===== config.mk =====
export PLATFORM = sky130hd
export DESIGN_NAME = friscv_memfy
export DESIGN_NICKNAME = d
export VERILOG_FILES = /design/src/rtl/friscv_memfy_pkg.sv /design/src/rtl/friscv_memfy_align.sv /design/src/rtl/friscv_memfy.sv
export SDC_FILE = /design/constraint.sdc
export NUM_CORES = 1
export LEC_CHECK = 0
export BUFFER_PORTS_ARGS = -buffer_cell sky130_fd_sc_hd__clkbuf_2
export CAP_MARGIN = 15
export CORE_MARGIN = 1.5
export CORE_UTILIZATION = 47
export DETAILED_ROUTE_END_ITERATION = 8
export PLACE_DENSITY = 0.78
export SYNTH_ARGS = -nofsm -noshare
export SYNTH_HDL_FRONTEND = slang
export SYNTH_HIERARCHICAL = 1
export SYNTH_SLANG_ARGS = --single-unit
export TNS_END_PERCENT = 1

===== constraint.sdc =====
create_clock -name aclk -period 1.9 [get_ports aclk]
set_input_delay 0.19 -clock aclk [delete_from_list [all_inputs] [get_ports aclk]]
set_output_delay 0.19 -clock aclk [all_outputs]
set_load 0.005 [all_outputs]

===== src/rtl/friscv_memfy_pkg.sv =====
// Shared constants and types for the friscv_memfy load/store unit.
package friscv_memfy_pkg;

  localparam logic [6:0] LOAD  = 7'b0000011;
  localparam logic [6:0] STORE = 7'b0100011;

  localparam logic [2:0] LB  = 3'b000;
  localparam logic [2:0] LH  = 3'b001;
  localparam logic [2:0] LW  = 3'b010;
  localparam logic [2:0] LBU = 3'b100;
  localparam logic [2:0] LHU = 3'b101;
  localparam logic [2:0] SB  = 3'b000;
  localparam logic [2:0] SH  = 3'b001;
  localparam logic [2:0] SW  = 3'b010;

  typedef enum logic {
    IDLE = 1'b0,
    REQ  = 1'b1
  } state_t;

endpackage


===== src/rtl/friscv_memfy_align.sv =====
// Byte-lane alignment for friscv_memfy: store strobes/data placement and
// load data extraction with sign/zero extension. Purely combinational.
module friscv_memfy_align
  import friscv_memfy_pkg::*;
#(
  parameter int XLEN = 32
) (
  input  logic [2:0]        funct3,
  input  logic [1:0]        off,
  input  logic [XLEN-1:0]   rs2,
  input  logic [XLEN-1:0]   rdata,
  output logic [XLEN/8-1:0] strb,
  output logic [XLEN-1:0]   wdata,
  output logic [XLEN-1:0]   rd_val
);

  logic [XLEN-1:0] byte_shift;
  logic [XLEN-1:0] half_shift;

  // A halfword only ever sits on lane 0 or lane 2; off[0] is dropped.
  assign byte_shift = rdata >> {off, 3'b000};
  assign half_shift = rdata >> {off[1], 4'b0000};

  // Select lanes by access size (funct3[1:0]); funct3[2] picks zero extension.
  always_comb begin
    // NOTE: every output gets a default first so no path leaves it unassigned (no latch).
    strb   = 4'b1111;
    wdata  = rs2;
    rd_val = rdata;
    case (funct3[1:0])
      LB[1:0]: begin
        strb   = 4'b0001 << off;
        wdata  = {4{rs2[7:0]}};
        rd_val = funct3[2] ? {24'h0, byte_shift[7:0]}
                           : {{24{byte_shift[7]}}, byte_shift[7:0]};
      end
      LH[1:0]: begin
        strb   = 4'b0011 << {off[1], 1'b0};
        wdata  = {2{rs2[15:0]}};
        rd_val = funct3[2] ? {16'h0, half_shift[15:0]}
                           : {{16{half_shift[15]}}, half_shift[15:0]};
      end
      default: begin
        strb   = 4'b1111;
        wdata  = rs2;
        rd_val = rdata;
      end
    endcase
  end

endmodule


===== src/rtl/friscv_memfy.sv =====
// Load/store unit feeding the memory router: one LOAD/STORE in flight,
// en/ready master request, aligned and extended register write-back.
// Optional build macro FRISCV_MEMFY_MISALIGN_ERR_EN flags misaligned
// halfword/word accesses via memfy_err instead of issuing them.
module friscv_memfy
  import friscv_memfy_pkg::*;
#(
  parameter int ADDRW = 16,
  parameter int XLEN  = 32
) (
  input  logic              aclk,
  input  logic              aresetn,
  input  logic              srst,
  input  logic              memfy_valid,
  output logic              memfy_ready,
  input  logic [6:0]        memfy_opcode,
  input  logic [2:0]        memfy_funct3,
  input  logic [XLEN-1:0]   memfy_rs1_val,
  input  logic [XLEN-1:0]   memfy_rs2_val,
  input  logic [11:0]       memfy_imm,
  input  logic [4:0]        memfy_rd,
  output logic              memfy_rd_wr,
  output logic [4:0]        memfy_rd_addr,
  output logic [XLEN-1:0]   memfy_rd_val,
  output logic              memfy_err,
  output logic              mst_en,
  output logic              mst_wr,
  output logic [ADDRW-1:0]  mst_addr,
  output logic [XLEN-1:0]   mst_wdata,
  output logic [XLEN/8-1:0] mst_strb,
  input  logic [XLEN-1:0]   mst_rdata,
  input  logic              mst_ready
);

  typedef struct packed {
    state_t             state;
    logic               en;
    logic               wr;
    logic [ADDRW-1:0]   addr;
    logic [XLEN-1:0]    wdata;
    logic [XLEN/8-1:0]  strb;
    logic               load;
    logic [2:0]         funct3;
    logic [1:0]         off;
    logic [4:0]         rd;
    logic               rd_wr;
    logic [4:0]         rd_addr;
    logic [XLEN-1:0]    rd_val;
  } regs_t;

  regs_t             r;
  logic [XLEN-1:0]   ea;
  logic [1:0]        off;
  logic              is_load;
  logic              is_store;
  logic              accept;
  logic              misalign;
  logic              start;
  logic [2:0]        al_funct3;
  logic [1:0]        al_off;
  logic [XLEN/8-1:0] al_strb;
  logic [XLEN-1:0]   al_wdata;
  logic [XLEN-1:0]   al_rd_val;
  logic              unused_ea_hi;

  assign ea           = memfy_rs1_val + {{(XLEN-12){memfy_imm[11]}}, memfy_imm};
  assign off          = ea[1:0];
  assign unused_ea_hi = ^ea[XLEN-1:ADDRW];
  assign is_load      = (memfy_opcode == LOAD);
  assign is_store     = (memfy_opcode == STORE);
  assign memfy_ready  = (r.state == IDLE);
  assign accept       = memfy_valid & memfy_ready;
  assign start        = accept & (is_load | is_store) & ~misalign;

  // Accept and completion never overlap, so one aligner serves both:
  // incoming fields while idle, the registered request while waiting.
  assign al_funct3 = (r.state == REQ) ? r.funct3 : memfy_funct3;
  assign al_off    = (r.state == REQ) ? r.off    : off;

  friscv_memfy_align #(.XLEN(XLEN)) u_align (
    .funct3 (al_funct3),
    .off    (al_off),
    .rs2    (memfy_rs2_val),
    .rdata  (mst_rdata),
    .strb   (al_strb),
    .wdata  (al_wdata),
    .rd_val (al_rd_val)
  );

`ifdef FRISCV_MEMFY_MISALIGN_ERR_EN
  logic err_q;

  assign misalign = ((memfy_funct3[1:0] == LH[1:0]) && off[0]) ||
                    ((memfy_funct3[1:0] == LW[1:0]) && (off != 2'b00));
  assign memfy_err = err_q;

  // One-cycle error pulse for a rejected misaligned LOAD/STORE.
  always_ff @(posedge aclk or negedge aresetn) begin
    if (!aresetn)  err_q <= 1'b0;
    else if (srst) err_q <= 1'b0;
    else           err_q <= accept & (is_load | is_store) & misalign;
  end
`else
  assign misalign  = 1'b0;
  assign memfy_err = 1'b0;
`endif

  // Request FSM: latch the access on accept, hold it until the target
  // answers, then retire it and write back load data.
  always_ff @(posedge aclk or negedge aresetn) begin
    // NOTE: sequential state uses non-blocking assignments only.
    if (!aresetn) begin
      r <= '0;
    end else if (srst) begin
      r <= '0;
    end else begin
      r.rd_wr <= 1'b0;
      case (r.state)
        IDLE: begin
          if (start) begin
            r.state  <= REQ;
            r.en     <= 1'b1;
            r.wr     <= is_store;
            r.addr   <= {ea[ADDRW-1:2], 2'b00};
            r.wdata  <= is_store ? al_wdata : '0;
            r.strb   <= al_strb;
            r.load   <= is_load;
            r.funct3 <= memfy_funct3;
            r.off    <= off;
            r.rd     <= memfy_rd;
          end
        end
        REQ: begin
          if (mst_ready) begin
            r.state <= IDLE;
            r.en    <= 1'b0;
            if (r.load && (r.rd != 5'd0)) begin
              r.rd_wr   <= 1'b1;
              r.rd_addr <= r.rd;
              r.rd_val  <= al_rd_val;
            end
          end
        end
        default: r.state <= IDLE;
      endcase
    end
  end

  assign mst_en        = r.en;
  assign mst_wr        = r.wr;
  assign mst_addr      = r.addr;
  assign mst_wdata     = r.wdata;
  assign mst_strb      = r.strb;
  assign memfy_rd_wr   = r.rd_wr;
  assign memfy_rd_addr = r.rd_addr;
  assign memfy_rd_val  = r.rd_val;

endmodule


After elaboration in Yosys (flattened, before gate mapping)
Index checks and enable logic that the tools add are counted.
{ "word_totals": {"register_bits": 104, "out_inout_bits": 94} }
{ "op_classes": {"addsub": 1, "n_eq_ne": 6, "shift": 4, "mux": 16, "bitwise": 4, "reduce_logical": 10} }
{ "op_table": {"columns": ["operator", "count"], "rows": [
  ["32-bit one-hot mux with 2 select lines", 2],
  ["38-bit 2-to-1 mux", 3],
  ["104-bit 2-to-1 mux", 1],
  ["32-bit 2-to-1 mux", 3],
  ["66-bit 2-to-1 mux", 1],
  ["64-bit 2-to-1 mux", 1],
  ["32-bit by 5-bit >> shifter with 16-bit output", 1],
  ["32-bit by 5-bit >> shifter with 8-bit output", 1],
  ["16-bit adder", 1],
  ["4-bit one-hot mux with 2 select lines", 1],
  ["2-bit nonzero test", 4],
  ["7-bit by 2-bit == test with 1-bit output, second input constant", 1],
  ["7-bit by 6-bit == test with 1-bit output, second input constant", 1],
  ["5-bit nonzero test", 1],
  ["2-bit 2-to-1 mux", 2],
  ["2-bit one-hot mux with 2 select lines", 1],
  ["2-bit AND reduction", 2],
  ["1-bit by 2-bit << shifter with 4-bit output, first input constant", 1],
  ["2-bit by 2-bit << shifter with 4-bit output, first input constant", 1],
  ["3-bit 2-to-1 mux", 1],
  ["3-bit by 2-bit inequality test with 1-bit output, second input constant", 1],
  ["3-bit inequality test, second input constant", 1],
  ["3-bit AND reduction", 1],
  ["1-bit AND", 2],
  ["6 further kinds", 6]
]} }

Logic depth before layout (Yosys ltp)
Gate-level depths: netlist (run 1).
{ "depth": {"depth_word": 9, "mapped_depth": 11, "depth_no_buf": 9} }

Hierarchy
The synthesis (run 1) kept the hierarchy.
{ "by_module_without_submodules": {"columns": ["module", "instances", "cells_each", "area_per_inst_um2", "seq_area_each_um2"], "rows": [
  ["friscv_memfy", 1, 541, 5392.7, 2552.4],
  ["friscv_memfy_align", 1, 188, 1258.7, 0.0]
]} }

Worst setup path after synthesis (run 1)
Ideal clock, no wire load.
{ "synth_timing": {"path_type": "input to register", "startpoint": "input memfy_rs1_val[0]", "endpoint": "register r, in the netlist memfy_rd_val[23]", "arrival_time_ps": 2063, "setup_slack_ps": -300, "path_stages": 11, "path_buffers": 2, "cell_sequence": "ha_1 > inv_1 > fa_1 > o21ai_0 > buf_6 > mux2_4 > a31oi_4 > buf_6 > o22ai_1 > nand2_1 > a21oi_1"} }
{ "synth_via": {"elab_chain_len": 9, "word_cells_on_any_way": 11} }
{ "synth_lines": {"columns": ["element", "line", "source"], "rows": [
  ["start, declared", "friscv_memfy.sv:18", "input logic [XLEN-1:0] memfy_rs1_val,"],
  ["16-bit adder (*)", "friscv_memfy.sv:66", "assign ea = memfy_rs1_val + {{(XLEN-12){memfy_imm[11]}}, memfy_imm};"],
  ["2-bit 2-to-1 mux (*)", "friscv_memfy.sv:78", "assign al_off = (r.state == REQ) ? r.off : off;"],
  ["net al_off[1]", "friscv_memfy.sv:60", "logic [1:0] al_off;"],
  ["32-bit by 5-bit >> shifter with 16-bit output or 32-bit by 5-bit >> shifter with 8-bit output (tied branches)", "friscv_memfy_align.sv:22, friscv_memfy_align.sv:21", null],
  ["32-bit 2-to-1 mux (on tied branches)", "friscv_memfy_align.sv:40, friscv_memfy_align.sv:34", null],
  ["32-bit one-hot mux with 2 select lines (*)", "friscv_memfy_align.sv:30", "case (funct3[1:0])"],
  ["net al_rd_val[23]", "friscv_memfy.sv:63", "logic [XLEN-1:0] al_rd_val;"],
  ["38-bit 2-to-1 mux (*)", "friscv_memfy.sv:137", "if (r.load && (r.rd != 5'd0)) begin"],
  ["38-bit 2-to-1 mux (*)", "friscv_memfy.sv:134", "if (mst_ready) begin"],
  ["38-bit 2-to-1 mux (*)", "friscv_memfy.sv:118", "case (r.state)"],
  ["104-bit 2-to-1 mux (*)", "friscv_memfy.sv:114", "end else if (srst) begin"],
  ["end, declared", "friscv_memfy.sv:51", "regs_t r;"]
]} }
The timed path passes the listed nets; every way through them passes the cells marked *. The select of a mux whose other input is x is not followed.
A chain may end at the register's enable or synchronous reset.

Worst setup path after layout (run 1)
{ "layout_timing": {"startpoint": "register r[103] (netlist name)", "endpoint": "register r, in the netlist memfy_rd_val[8]"} }
{ "layout_via": {"elab_chain_len": 8, "word_cells_on_any_way": 15} }
{ "layout_lines": {"columns": ["element", "line", "source"], "rows": [
  ["2-bit 2-to-1 mux", "friscv_memfy.sv:78", null],
  ["net al_off[0]", "friscv_memfy.sv:60", null],
  ["32-bit by 5-bit >> shifter with 8-bit output", "friscv_memfy_align.sv:21", "assign byte_shift = rdata >> {off, 3'b000};"],
  ["32-bit 2-to-1 mux", "friscv_memfy_align.sv:34", "rd_val = funct3[2] ? {24'h0, byte_shift[7:0]}"],
  ["32-bit one-hot mux with 2 select lines", "friscv_memfy_align.sv:30", null],
  ["net al_rd_val[8]", "friscv_memfy.sv:63", null],
  ["38-bit 2-to-1 mux", "friscv_memfy.sv:137", null],
  ["38-bit 2-to-1 mux", "friscv_memfy.sv:134", null],
  ["38-bit 2-to-1 mux", "friscv_memfy.sv:118", null],
  ["104-bit 2-to-1 mux", "friscv_memfy.sv:114", null]
]} }
The timed path passes the listed nets, and every way through them passes these cells. The select of a mux whose other input is x is not followed.

==> results of run 1 <==
==> routing by layer <==
metal	track usage, %	share of wire [%]	routed length [um]	vias to the layer above
li1	-	-	-	2764
met3	5.009	6.1	1096	38
met1	31.67	42	7601	2722
met2	40.45	49	8713	232
met4	8.824	2.7	475	0
met5	0	0	0	-
==> layout by cell type, fill, tap and decap left out, drive strengths merged, types with 3 or more instances in the layout <==
master	synthesis	layout
conb	1	3
nor3	3	3
a21o	6	6
o21ai	18	18
clkbuf	21	212
nor2	19	19
a22oi	10	10
o22ai	17	17
mux2	15	15
ha	15	15
inv	11	11
o31ai	4	4
nand2b	4	4
nand3	9	9
and2	3	3
xnor2	3	3
nand3b	3	3
dfrtp	102	102
or4	3	3
and3	3	3
a21oi	52	52
a32o	3	3
a22o	46	46
a221o	8	8
o21bai	4	4
buf	128	72
o21a	3	3
nand2	134	134
o211a	3	3
nor2b	20	20
mux2i	16	16
o221ai	8	8
nand4	4	4
==> through the flow <==
stage          utilization [%]  std cells  setup slack [ns]  TNS [ns]
2_1_floorplan                -        731           -0.1471    -3.442
3_5_place_dp             54.38       1031           -0.4444    -13.90
6_report                 57.90       1052          -0.06651    -1.027
5_1_grt                  57.90       1052           -0.1381    -3.811
3_3_place_gp             54.38       1031           -0.3584    -10.97
4_1_cts                  57.05       1050          -0.08332    -1.835
==> kinds of logic after synthesis <==
group / share of synthesized area, %
AO/OA/AOI/OAI: 22.05
XOR/XNOR: 0.5268
adder cells (fa/ha/maj): 3.123
buffers and inverters: 15.91
flip-flops: 38.37
multiplexers: 5.060
other: 0.05638
AND/OR/NAND/NOR: 14.90
==> cells in the mapped netlist (4+ instances only) <==
master,n,area share (%)
o31ai_1,4,0.45
mux2i_1,16,2.4
o21ai_0,17,1.3
a22o_1,46,6.1
nor2_1,19,1.1
nand3_1,9,0.68
o21bai_1,4,0.45
a221o_1,8,1.2
a21o_1,6,0.68
a21oi_1,52,3.9
ha_1,15,2.8
nand2b_1,4,0.38
buf_6,6,1.0
inv_1,11,0.62
o221ai_1,8,1.1
a22oi_1,9,1.0
clkbuf_1,21,1.2
o22ai_1,17,1.6
nor2b_1,20,1.9
nand2_1,134,7.6
nand4_1,4,0.38
buf_4,104,12
mux2_2,13,2.2
dfrtp_1,102,38
buf_2,18,1.4
==> area by class of cell <==
type	instances	area [um2]
Fill cell	1222	5821
Multi-Input combinational cell	469	3167
Sequential cell	102	2554
Timing Repair Buffer	274	1718
Clock buffer	11	242.7
Tap cell	180	225.2
Clock inverter	5	58.81
Inverter	11	41.29
==> power groups by stage <==
stage | registers [mW] | clock network (mW) | logic, mW
2_1_floorplan | 2.22 | 0 | 0.590
4_1_cts | 2.18 | 1.94 | 1.07
3_3_place_gp | 2.22 | 0 | 1.02
3_5_place_dp | 2.22 | 0 | 1.04
5_1_grt | 2.18 | 2.02 | 1.22
6_report | 2.18 | 1.90 | 1.12
==> registers in the layout, indices dropped and copies added (netlist names) <==
register,count
mst_wr,1
r,12
memfy_rd_wr,1
mst_en,1
memfy_rd_val,32
mst_wdata,32
memfy_rd_addr,5
mst_addr,14
mst_strb,4
==> worst max-delay path: stages (launching register included) <==
cell,delay [ns]
dfrtp_2,0.45
mux2_4,0.35
mux2_4,0.33
a22oi_4,0.29
buf_12,0.16
o221ai_1,0.12
nand2_1,0.08
a21oi_1,0.06
==> worst paths after layout <==
check | startpoint | to | slack, ns
worst max-delay path | r[103] | memfy_rd_val[8] | -0.07
worst min-delay path | memfy_opcode[5] | r[48] | 0.06
worst max register to register | r[103] | memfy_rd_val[8] | -0.07
worst min register to register | mst_wr | mst_wr | 0.49
max in group asynchronous | aresetn | memfy_rd_val[4] | 0.98
min in group asynchronous | aresetn | mst_addr[11] | 0.28
==> timing repair <==
action / CTS / global route
pin swaps: 2 / 9
hold buffers: 1 / 0
hold endpoints to repair: 16 / 0
endpoints found under the setup margin: 41 / 39
gates resized for setup: 13 / 24
cloned: 0 / 1
buffers inserted: 2 / 1
==> impl_metrics.toml, run 1 <==
[status]
outcome = "finished with violations"
violations = "setup timing"

[worst_hold_path]
min_path_cells = 2
worstHoldPathType = "in2reg"

[floorplanning]
die_w_um = 122.0
io_pins = 222
rows = 43
coreArea_um2 = 13830
die_h_um = 122.0
die_area_um2 = 14870
initial_core_util_pct = 48.10

[sta]
fin_worst_skew_ns = 0.007727
fin_hold_ws_ns = 0.05683
setup_ws_ns = -0.06651
maxSlewHeadroom_pct = 63.36
worst_pin_slew_ns = 0.5357
finalSetupViolations = 30
grt_setup_unrepaired = "true"
clock.fmax_ghz = 0.5085
timing.final.crit_share_pct = 103.5
finalHoldViolCount = 0
min_period_ns = 1.967
maxSlewViolCount = 0

[synthesis]
netlist_instances = 729
synth_area_per_cell_um2 = 9.124
synth_flop_cell = "dfrtp_1"
async_flop_share_pct = 100.0
ys_ff_latch = 102
synth_edf_count = 0
syn_area_um2 = 6651
synthDistinctLibCells = 65
synth-seq-area-share_pct = 38.37
yosys_warnings = 6

[power_and_ir_drop]
internal_power_mw = 3.763
switchingPower_mw = 1.433
seqPwrFrac_pct = 41.9
clkPwrFrac_pct = 36.5
power_mw = 5.195
swShare_pct = 27.58
max-vdd-ir-drop_mv = 0.4834
leakagePower_nw = 4.065
p_per_area_nw_per_um2 = 648.9
p_comb_share_pct = 21.5

[clock_network]
htreeDepth = 3
cts_tree = "done"
cts_buffers = 9
clk_latency_ns = 0.35
clk_pin_slew_worst_paths_ns = 0.07
clk_path_buf_depth = 2
cts.sinks = 102
cts-root-buf = "clkbuf_16"

[final_layout]
drive_above_1_share_pct = 37.84
num-nets-final = 1011
diodes = 0
synthToLayoutAreaGrowth_pct = 20.37
final_cell_area_um2 = 8006

[setup_path]
worstSetupPathType = "reg2reg"
crit_fanout = 7
worst_setup_path_end_kind = "register"
critPathArrivalTime_ns = 2.18
start_kind = "register"
rr_worst_depth = 7
required_ns = 2.12

[detailed_routing]
drc = 0
vias = 5756
drt_iter0_markers = 358
via_per_inst = 5.471
antenna_left = 0
drt_first_pass_iters = 5
drt-total-wl_um = 17890
wl_per_cell_um = 17.00

[place]
numPortBuffers = 202
dp_hpwl_um = 13410
gp_congestion = 0.9163
placed_area_um2 = 7520

[global_routing]
groute.usage.overall_pct = 24.46
grt_pass1_vias = 5576
grt_first_pass_wirelength_um = 28520
grt_max_degree = 60
antenna_found_initial = 0
gr-total-overflow = 0

[job]
cap_violations = 0
(Power assumes the default switching activity.)
==> inputs of run 2 (changes only) <==
==> constraint.sdc (replaced) <==
create_clock -name aclk -period 1.9 [get_ports aclk]
set_input_delay 0.095 -clock aclk [delete_from_list [all_inputs] [get_ports aclk]]
set_output_delay 0.095 -clock aclk [all_outputs]
set_load 0.005 [all_outputs]
==> run 2 against run 1 <==
Effect of this change: hold slack got worse by 0.038 ns; flip-flop and latch count unchanged; critical path type unchanged; the flow still finishes with violations (setup timing); largest power group unchanged; clock skew decreased by 0.0022 ns; core utilization increased by 0.33 points; sequential share of layout area decreased by 0.18 points; non-clock buffer count increased by 2; critical endpoint is now memfy_rd_val[24]; final cell count increased by 0.29%; final area increased by 0.56%; setup slack improved by 0.025 ns; sequential power about the same.
==> impl_metrics.toml, run 2 (synthesis gave the netlist of run 1 again) <==
[status]
outcome = "finished with violations"
violations = "setup timing"

[detailed_routing]
antenna_left = 0
via_per_inst = 5.551
drt_iter0_markers = 423
drt-total-wl_um = 17940
vias = 5856
wl_per_cell_um = 17.00
drt_first_pass_iters = 5
drc = 0

[floorplanning]
initial_core_util_pct = 48.10
io_pins = 222
die_area_um2 = 14870
coreArea_um2 = 13830
rows = 43
die_h_um = 122.0
die_w_um = 122.0

[final_layout]
final_cell_area_um2 = 8051
diodes = 0
utilization_pct = 58.23
synthToLayoutAreaGrowth_pct = 21.05
num-nets-final = 1014
drive_above_1_share_pct = 37.14
final_common_cell = "clkbuf_2"
layout_common_cells = "201 x clkbuf_2, 133 x nand2_1, 101 x dfrtp_1"

[setup_path]
required_ns = 2.11
crit_fanout = 13
rr_endpoint = "memfy_rd_val[24]"
critPathArrivalTime_ns = 2.15
timing.rr.start = "r[103]"
worst_setup_path_end_kind = "register"
start_kind = "register"
worstSetupPathType = "reg2reg"
rr_worst_depth = 8
r2r_slack_ns = -0.04

[sta]
min_period_ns = 1.942
finalHoldViolCount = 0
maxSlewViolCount = 0
worst_pin_slew_ns = 0.4921
fin_worst_skew_ns = 0.005495
timing.setup.tns_ns = -0.4529
maxSlewHeadroom_pct = 66.34
grt_setup_unrepaired = "true"
setup_ws_ns = -0.04161
finalSetupViolations = 21
timing.final.crit_share_pct = 102.2
clock.fmax_ghz = 0.5150

[place]
dp_hpwl_um = 13160
gp_congestion = 0.8981
numPortBuffers = 202
place_ws_ns = -0.3273
placed_area_um2 = 7450

[worst_hold_path]
min_path_cells = 2
worstHoldEndpoint = "mst_wdata[4]"
min-delay-start = "memfy_rs2_val[4]"
worstHoldPathType = "in2reg"

[power_and_ir_drop]
leakagePower_nw = 4.081
p_per_area_nw_per_um2 = 643.8
max-vdd-ir-drop_mv = 0.3878
power_mw = 5.183

[global_routing]
grt_pass1_vias = 5440
gr-total-overflow = 0
groute.usage.overall_pct = 24.28
grt_max_degree = 45
antenna_found_initial = 0
grt_first_pass_wirelength_um = 28390

[clock_network]
cts-root-buf = "clkbuf_16"
clk_pin_slew_worst_paths_ns = 0.07
clk_path_buf_depth = 2
htreeDepth = 3
cts.sinks = 102
cts_tree = "done"
cts_buffers = 9
clk_latency_ns = 0.35

[job]
cap_violations = 0
run 2: how the worst max path moves through the flow:
stage / cells past startpoint / start / to
2_1_floorplan: 11 / memfy_rs1_val[0] / memfy_rd_val[23]
3_3_place_gp: 12 / memfy_rs1_val[0] / memfy_rd_val[28]
3_5_place_dp: 12 / memfy_rs1_val[0] / memfy_rd_val[19]
4_1_cts: 8 / r[103] / memfy_rd_val[24]
5_1_grt: 9 / r[103] / memfy_rd_val[9]
6_report: 8 / r[103] / memfy_rd_val[24]
run 2: area by class of cell:
cell class | count | area [um2]
fill | 1219 | 5776
tap | 180 | 225.2
inverter | 11 | 45.04
clock inverter | 5 | 57.56
clock buffer | 11 | 242.7
sequential | 102 | 2554
timing repair buffer | 276 | 1757
multi-input combinational | 470 | 3171
run 2: routing by layer:
metal  global-route usage (%)  share of wire, %  vias to the layer above
li1                         -                 -                     2774
met1                    32.61                43                     2804
met2                    39.64                49                      249
met3                    3.792               6.2                       29
met4                    8.824               2.1                        0
met5                        0                 0                        -
run 2: power by group:
| group | switching [mW] | internal (mW) |
|---|---|---|
| logic | 0.594 | 0.532 |
| clock network | 0.818 | 1.06 |
| registers | 0.00343 | 2.17 |
run 2: worst max-delay path, cell delays in order, from the launching register on:
cell,delay (ns)
dfrtp_2,0.44
mux2_4,0.35
mux2_4,0.33
a22oi_4,0.22
buf_12,0.14
buf_12,0.12
o22ai_1,0.08
nand2_1,0.07
a21oi_1,0.06
run 2: timing repair:
item | CTS | global route
buffers inserted | 4 | 4
gates resized for setup | 18 | 18
gates cloned | 1 | 1
pin swaps | 4 | 7
setup endpoints to repair | 46 | 59
hold buffers | 9 | 0
hold endpoints to repair | 38 | 0
run 2: metrics by stage:
step	hold slack, ns	instances
final	0.01875	1055
after global routing	0.02324	1055
after CTS	0.009952	1050
after detailed placement	0.08441	1020
after global placement	0.08205	1020
after floorplan	-0.2006	731
==> inputs of run 3 (changes only) <==
--- a/config.mk
+++ b/config.mk
@@ -6,11 +6,13 @@
 export NUM_CORES = 1
 export LEC_CHECK = 0
 export BUFFER_PORTS_ARGS = -buffer_cell sky130_fd_sc_hd__clkbuf_2
-export CAP_MARGIN = 15
+export CAP_MARGIN = 20
+export CELL_PAD_IN_SITES_DETAIL_PLACEMENT = 1
+export CELL_PAD_IN_SITES_GLOBAL_PLACEMENT = 1
 export CORE_MARGIN = 1.5
-export CORE_UTILIZATION = 47
+export CORE_UTILIZATION = 34
 export DETAILED_ROUTE_END_ITERATION = 8
-export PLACE_DENSITY = 0.78
+export PLACE_DENSITY_LB_ADDON = 0.1
 export SYNTH_ARGS = -nofsm -noshare
 export SYNTH_HDL_FRONTEND = slang
 export SYNTH_HIERARCHICAL = 1
==> run 3 against run 2 <==
Effect of this change: the flow still finishes with violations (setup timing); flip-flop and latch count is the same; clock skew grew 0.0012 ns; hold slack gained 0.0015 ns; register-to-register slack lost 0.07 ns; global-route usage shrank 3.1 points; critical endpoint is now memfy_rd_val[8].
==> impl_metrics.toml, run 3 (synthesis gave the netlist of run 1 again) <==
[detailed_routing]
drt-total-wl_um = 21000
antenna_left = 0
vias = 5853
wl_per_cell_um = 18.47
drt_iter0_markers = 224
drt_first_pass_iters = 4
drc = 0
via_per_inst = 5.148

[floorplanning]
io_pins = 222
die_h_um = 142.9
rows = 50
die_w_um = 142.9
coreArea_um2 = 18960
initial_core_util_pct = 35.09
die_area_um2 = 20410

[place]
placed_area_um2 = 7587
numPortBuffers = 202
dp_hpwl_um = 15590
gp_congestion = 0.8235
dp.cells = 1105
place_ws_ns = -0.4803

[setup_path]
crit_start = "r[103]"
crit_fanout = 7
timing.rr.start = "r[103]"
worstSetupPathType = "reg2reg"
critPathArrivalTime_ns = 2.22
required_ns = 2.11
worst_setup_path_end_kind = "register"
start_kind = "register"

[final_layout]
num-nets-final = 1017
synthToLayoutAreaGrowth_pct = 23.08
drive_above_1_share_pct = 38.20
layout_common_cells = "201 x clkbuf_2, 134 x nand2_1, 102 x dfrtp_1"
final_common_cell = "clkbuf_2"
diodes = 0
fin_cells = 1137
final_cell_area_um2 = 8187

[sta]
maxSlewViolCount = 0
worst_pin_slew_ns = 0.6139
finalSetupViolations = 30
finalHoldViolCount = 0
clock.fmax_ghz = 0.4973
maxSlewHeadroom_pct = 59.07
fin_worst_skew_ns = 0.006683
timing.final.crit_share_pct = 105.8
grt_setup_unrepaired = "true"
fin_hold_ws_ns = 0.02025
min_period_ns = 2.011
setup_ws_ns = -0.1108

[clock_network]
clk_latency_ns = 0.35
clk_pin_slew_worst_paths_ns = 0.07
clk_path_buf_depth = 2
htreeDepth = 3
cts-root-buf = "clkbuf_16"
cts_tree = "done"
cts.sinks = 102
cts_buffers = 9

[global_routing]
groute.usage.overall_pct = 21.15
grt_max_degree = 103
gr-total-overflow = 0
grt_pass1_vias = 6279
grt_first_pass_wirelength_um = 33760
antenna_found_initial = 0

[status]
violations = "setup timing"
outcome = "finished with violations"

[job]
cap_violations = 0

[worst_hold_path]
worstHoldPathType = "in2reg"
min-delay-start = "memfy_funct3[1]"

[power_and_ir_drop]
leakagePower_nw = 4.100
max-vdd-ir-drop_mv = 0.4421
power_mw = 5.243
p_per_area_nw_per_um2 = 640.5
run 3: report_power, final:
part	internal [mW]	leakage, nW	switching [mW]
Sequential	2.17	1.43	0.00312
Combinational	0.550	2.53	0.631
Clock	1.02	0.145	0.869
run 3: final timing paths:
path,depth (start not counted),end,slack [ns]
setup / recovery,7,memfy_rd_val[8],-0.11
hold / removal,2,r[46],0.02
setup reg to reg,7,memfy_rd_val[8],-0.11
hold reg to reg,1,mst_wr,0.49
max in group asynchronous,3,memfy_rd_val[6],1.08
min in group asynchronous,3,mst_en,0.33
run 3: cell type report:
cell class	instances	area, um2
timing repair buffer	280	1769
fill	2258	10770
inverter	11	41.29
clock buffer	9	225.2
tap	260	325.3
clock inverter	6	62.56
multi-input combinational	469	3211
sequential	102	2552
run 3: worst max-delay path, stage by stage (launching register included):
cell      delay [ns]
dfrtp_1         0.43
mux2_4          0.36
mux2_4          0.33
a22oi_4         0.32
buf_12          0.18
o221ai_2        0.10
nand2_1         0.09
a21oi_1         0.07
run 3: layer usage:
layer / share of wire, % / GRT usage, %
met5: 0 / 0
met4: 1.8 / 6.294
met3: 5.4 / 5.231
met2: 49 / 36.08
met1: 44 / 26.38
run 3: through the flow:
step / util (%) / TNS, ns
after CTS: 42.55 / -2.739
final: 43.19 / -1.832
after detailed placement: 40.03 / -13.04
after global placement: 40.03 / -10.39
after floorplan: - / -0.8657
after global routing: 43.19 / -5.391
run 3: repair_timing:
action,4_1_cts,5_1_grt
hold endpoints to repair,110,0
cloned,1,1
setup endpoints to repair,42,55
pin swaps,2,6
setup buffers,2,4
hold buffers,9,0
gates resized for setup,20,19
